$ cat src/rtl/e_rr_arb_1hot.sv
// Round-robin arbiter with a registered one-hot grant held until acknowledged.
// Optional macro E_RR_ARB_1HOT_LOCK_EN adds i_lock to keep a grant across acked beats.
module e_rr_arb_1hot #(
    parameter  int W  = 4,
    localparam int IW = $clog2(W)
) (
    input  logic          clk,
    input  logic          rst,
    input  logic [W-1:0]  i_req,
    input  logic          i_ack,
`ifdef E_RR_ARB_1HOT_LOCK_EN
    input  logic          i_lock,
`endif
    output logic [W-1:0]  o_gnt,
    output logic          o_gnt_vld,
    output logic [IW-1:0] o_gnt_idx
);

    localparam logic [0:0]    STATE_IDLE  = 1'b0;
    localparam logic [0:0]    STATE_GRANT = 1'b1;
    localparam logic [IW-1:0] PTR_MAX     = IW'(W - 1);
    localparam logic [IW:0]   W_EXT       = (IW + 1)'(W);

    logic [0:0]    state_q, state_d;
    logic [IW-1:0] ptr_q, ptr_d;
    logic [W-1:0]  gnt_q, gnt_d;
    logic          vld_q, vld_d;
    logic [IW-1:0] idx_q, idx_d;

    logic          lock_w;
    logic [W-1:0]  req_rot;
    logic          win_found;
    logic [IW-1:0] win_off;
    logic [IW:0]   win_sum;
    logic [IW-1:0] win_idx;

`ifdef E_RR_ARB_1HOT_LOCK_EN
    assign lock_w = i_lock;
`else
    assign lock_w = 1'b0;
`endif

    // Rotate the doubled request vector so bit 0 is the requestor at ptr,
    // then map the first set offset back to an absolute index.
    always_comb begin
        req_rot   = W'({i_req, i_req} >> ptr_q);
        win_found = 1'b0;
        win_off   = '0;
        for (int j = 0; j < W; j++) begin
            if (!win_found && req_rot[j]) begin
                win_found = 1'b1;
                win_off   = IW'(j);
            end
        end
        win_sum = {1'b0, ptr_q} + {1'b0, win_off};
        win_idx = (win_sum >= W_EXT) ? IW'(win_sum - W_EXT) : win_sum[IW-1:0];
    end

    // NOTE: every *_d starts from its held value so no path leaves one unassigned,
    // which would otherwise infer a latch.
    always_comb begin
        state_d = state_q;
        ptr_d   = ptr_q;
        gnt_d   = gnt_q;
        vld_d   = vld_q;
        idx_d   = idx_q;
        case (state_q)
            STATE_IDLE: begin
                if (win_found) begin
                    for (int i = 0; i < W; i++) begin
                        gnt_d[i] = (win_idx == IW'(i));
                    end
                    idx_d   = win_idx;
                    vld_d   = 1'b1;
                    state_d = STATE_GRANT;
                end
            end
            STATE_GRANT: begin
                // A locked ack closes one beat only; the grant and ptr stay put.
                if (i_ack && !lock_w) begin
                    ptr_d   = (idx_q == PTR_MAX) ? '0 : idx_q + 1'b1;
                    gnt_d   = '0;
                    vld_d   = 1'b0;
                    idx_d   = '0;
                    state_d = STATE_IDLE;
                end
            end
            default: begin
                state_d = STATE_IDLE;
                gnt_d   = '0;
                vld_d   = 1'b0;
                idx_d   = '0;
            end
        endcase
    end

    // NOTE: state flops use non-blocking assignment so every register samples
    // pre-edge values; the synchronous reset clears all state, outputs included.
    always_ff @(posedge clk) begin
        if (rst) begin
            state_q <= STATE_IDLE;
            ptr_q   <= '0;
            gnt_q   <= '0;
            vld_q   <= 1'b0;
            idx_q   <= '0;
        end else begin
            state_q <= state_d;
            ptr_q   <= ptr_d;
            gnt_q   <= gnt_d;
            vld_q   <= vld_d;
            idx_q   <= idx_d;
        end
    end

    assign o_gnt     = gnt_q;
    assign o_gnt_vld = vld_q;
    assign o_gnt_idx = idx_q;

endmodule

$ cat config.mk
export PLATFORM = sky130hd
export DESIGN_NAME = e_rr_arb_1hot
export DESIGN_NICKNAME = d
export VERILOG_FILES = /design/src/rtl/e_rr_arb_1hot.sv
export SDC_FILE = /design/constraint.sdc
export NUM_CORES = 1
export LEC_CHECK = 0
export BUFFER_PORTS_ARGS = -buffer_cell sky130_fd_sc_hd__clkbuf_2
export CORE_MARGIN = 3
export CORE_UTILIZATION = 40
export CTS_CLUSTER_SIZE = 25
export DETAILED_ROUTE_END_ITERATION = 8
export GPL_ROUTABILITY_DRIVEN = 1
export HOLD_SLACK_MARGIN = 0.06
export SLEW_MARGIN = 0
export SYNTH_ARGS = -nofsm -noshare
export SYNTH_HDL_FRONTEND = slang
export SYNTH_SLANG_ARGS = --single-unit
$ cat constraint.sdc
create_clock -name clk -period 4 [get_ports clk]
set_input_delay 0 -clock clk [delete_from_list [all_inputs] [get_ports clk]]
set_output_delay 0 -clock clk [all_outputs]
set_load 0.005 [all_outputs]
==> impl_metrics.yaml <==
synth:
  syn_avg_cell_area_sq_um: 8.53
  synth-seq-cells: 10
  seq_area_frac_synth: 0.361
  syn_nets: 74
  ys_async_sr_fraction: 0
  yosysWarnings: 0
  synthCells: 65
  synth_area_leader_cell: "dfxtp_1"
  synth_ff_type: "dfxtp_1"
  yosys.cell_types.count: 30
  syn_area_sq_um: 554
  synth_most_common_cell: "dfxtp_1"
  synth_commonest_cells: "10 x dfxtp_1, 9 x nor2_1, 7 x nand2_1"
  synthTopCellsByArea: "dfxtp_1 36%, nor2_1 6.1%, nand2_1 4.7%, a21oi_1 4.5%, ha_1 4.5%"
  synth_enable_flop_cells: 0
  synth_top_area_frac: 0.361
critical_path:
  worst-r2r-setup-slack_ps: 2070
  cp-endpoint: "o_gnt[3]$_SDFFE_PP0P_"
  reg2reg_depth: 6
  r2r_start: "ptr_q[0]$_SDFFE_PP0P_"
  worstSetupPathType: "reg2reg"
  start_kind: "flip-flop"
  arrival_ps: 2150
  reg2reg_to: "o_gnt[3]$_SDFFE_PP0P_"
  end_kind: "flip-flop"
  crit_cells: 6
  cpPeakStageDelay_ps: 540
  critPathSlowestCell: "or4_1"
  critPathTopFamily: "simple AND/OR/NAND/NOR gates"
  crit_path_max_fanout: 12
  critical_path.cell_chain: "or4_1 -> o2111ai_1 -> ha_1 -> xnor2_1 -> xnor2_1 -> a32o_1"
  cp.buffers_inverters: 0
  cp_data_required_time_ps: 4210
  cpMostUsedCell: "xnor2_1"
  worstSetupStartpoint: "ptr_q[0]$_SDFFE_PP0P_"
cells_and_area:
  num-fill-cells: 129
  nets: 91
  drive_gt1_frac: 0.238
  final_area_sq_um: 653
  fin_util: 0.544
  antennaDiodeCount: 0
  synthToLayoutAreaGrowth_pct: 17.8
pwr:
  p_leak_nw: 0.279
  vdd_drop_max_uv: 208
  power_density_mw_per_mm2: 362
  finalPower_mw: 0.236
clock_network:
  cts-root-buf: "clkbuf_4"
  h-tree-depth: 1
  post_cts_buffers: 0
  cts_tree: "yes"
  cts_buffer_depth: 2
  cts_buffers: 3
  cts.clk_slew.worst_paths_ps: 60
  clk_latency_ps: 270
  cts_sinks: 10
flow_run:
  drv_cap: 0
route:
  detail-route-antenna-nets: 0
  drt-initial-drc-count: 18
  route.vias.total: 523
  wire_per_inst_microns: 12.3
  drc_errors: 0
  vias_per_cell: 5.56
  routed_wl_mm: 1.16
  firstDrtPassIters: 4
sta:
  skew_ps: 1.85
  fmax_ghz: 0.517
  tightest_slew_ps: 392
  finalCritPeriodShare: 0.483
  fin_crit_ps: 1930
  timing.hold.ws_ps: 85.0
  slew_headroom: 0.737
  setup_viol: 0
  hold_violations: 0
  rsz0062_at_grt: "no"
  slew_violations: 0
  tns_ps: 0
place:
  gp_congestion: 0.730
  hpwlAfterDp_microns: 870
  numPortBuffers: 13
  placed_area_sq_um: 611
global_route:
  grt_pass1_vias: 457
  track_usage: 0.140
  grt_max_degree: 13
  grt_antenna_before_repair: 0
  overflow: 0
  grt_pass1_wl_mm: 1.92
die:
  die_area_sq_mm: 0.00187
  start_util: 0.461
  io_pins: 14
  die_h_microns: 43.2
  num_rows: 12
  die_x_microns: 43.2
  coreArea_sq_mm: 0.00120
status:
  status: "completed"
hold_path:
  hold_path_class: "in2reg"
placed cells by master (no fill, tap or decap), types with 2 or more instances in the layout:
master | synthesis | final
a21oi_1 | 5 | 5
ha_1 | 2 | 2
a32o_1 | 2 | 2
o211ai_1 | 2 | 2
xnor2_1 | 2 | 2
clkbuf_2 | 0 | 13
dlygate4sd3_1 | 0 | 2
dfxtp_1 | 10 | 10
clkbuf_4 | 0 | 3
o41ai_1 | 2 | 2
nor2_1 | 9 | 9
nor3_1 | 2 | 2
o21a_1 | 2 | 2
nand2_1 | 7 | 7
worst min path at each step:
stage / depth (start not counted) / from / to
floorplan: 1 / rst / ptr_q[1]$_SDFFE_PP0P_
global placement: 2 / rst / ptr_q[1]$_SDFFE_PP0P_
detailed placement: 2 / rst / ptr_q[1]$_SDFFE_PP0P_
CTS: 2 / i_req[3] / state_q$_SDFF_PP0_
global route: 2 / i_req[3] / state_q$_SDFF_PP0_
finish: 2 / i_req[3] / state_q$_SDFF_PP0_
cell type report:
type | instances | area, sq um | area share
clock buffers | 3 | 22.5 | 0.0345
inverters | 1 | 3.75 | 0.00575
multi-input cells | 51 | 324 | 0.496
flip-flops and latches | 10 | 200 | 0.307
well taps | 14 | 17.5 | 0.0268
repair buffers | 15 | 85.1 | 0.130
cells by family (layout without fill, tap and decap cells):
group / Yosys count / count (layout) / synth area share
and+or+nand+nor: 27 / 27 / 0.237
AOI/OAI and AO/OA: 20 / 20 / 0.271
DFF: 10 / 10 / 0.361
buffers and inverters: 4 / 19 / 0.0542
adders and majority gates: 2 / 2 / 0.0451
xor gates and xnor gates: 2 / 2 / 0.0316
metal layers:
metal,vias to the layer above,track usage,wire [microns]
li1,274,-,-
met1,232,0.175,590
met2,15,0.198,468
met3,2,0.0636,83
met4,0,0.0723,14
met5,-,0,0
registers in the layout (all words and copies together), names as in the netlist:
name / flops
o_gnt_idx: 2
state_q: 1
ptr_q: 2
o_gnt_vld: 1
o_gnt: 4
per-stage QoR:
| step | cells | worst slack (ps) |
|---|---|---|
| after global routing | 94 | 1930 |
| after global placement | 89 | 2070 |
| after floorplan | 65 | 2150 |
| after CTS | 94 | 2060 |
| final | 94 | 2070 |
| after detailed placement | 89 | 2080 |
repair_timing:
action / CTS / global route
endpoints found under the hold margin: 5 / 0
resized for setup: 0 / 0
hold buffers: 2 / 0
where the power goes:
group	internal [mW]	switching, mW	total, mW
clock	0.0348	0.0344	0.0693
combinational	0.0238	0.0267	0.0505
sequential	0.108	0.00825	0.117
No activity file was read; power rests on OpenSTA's default activity.
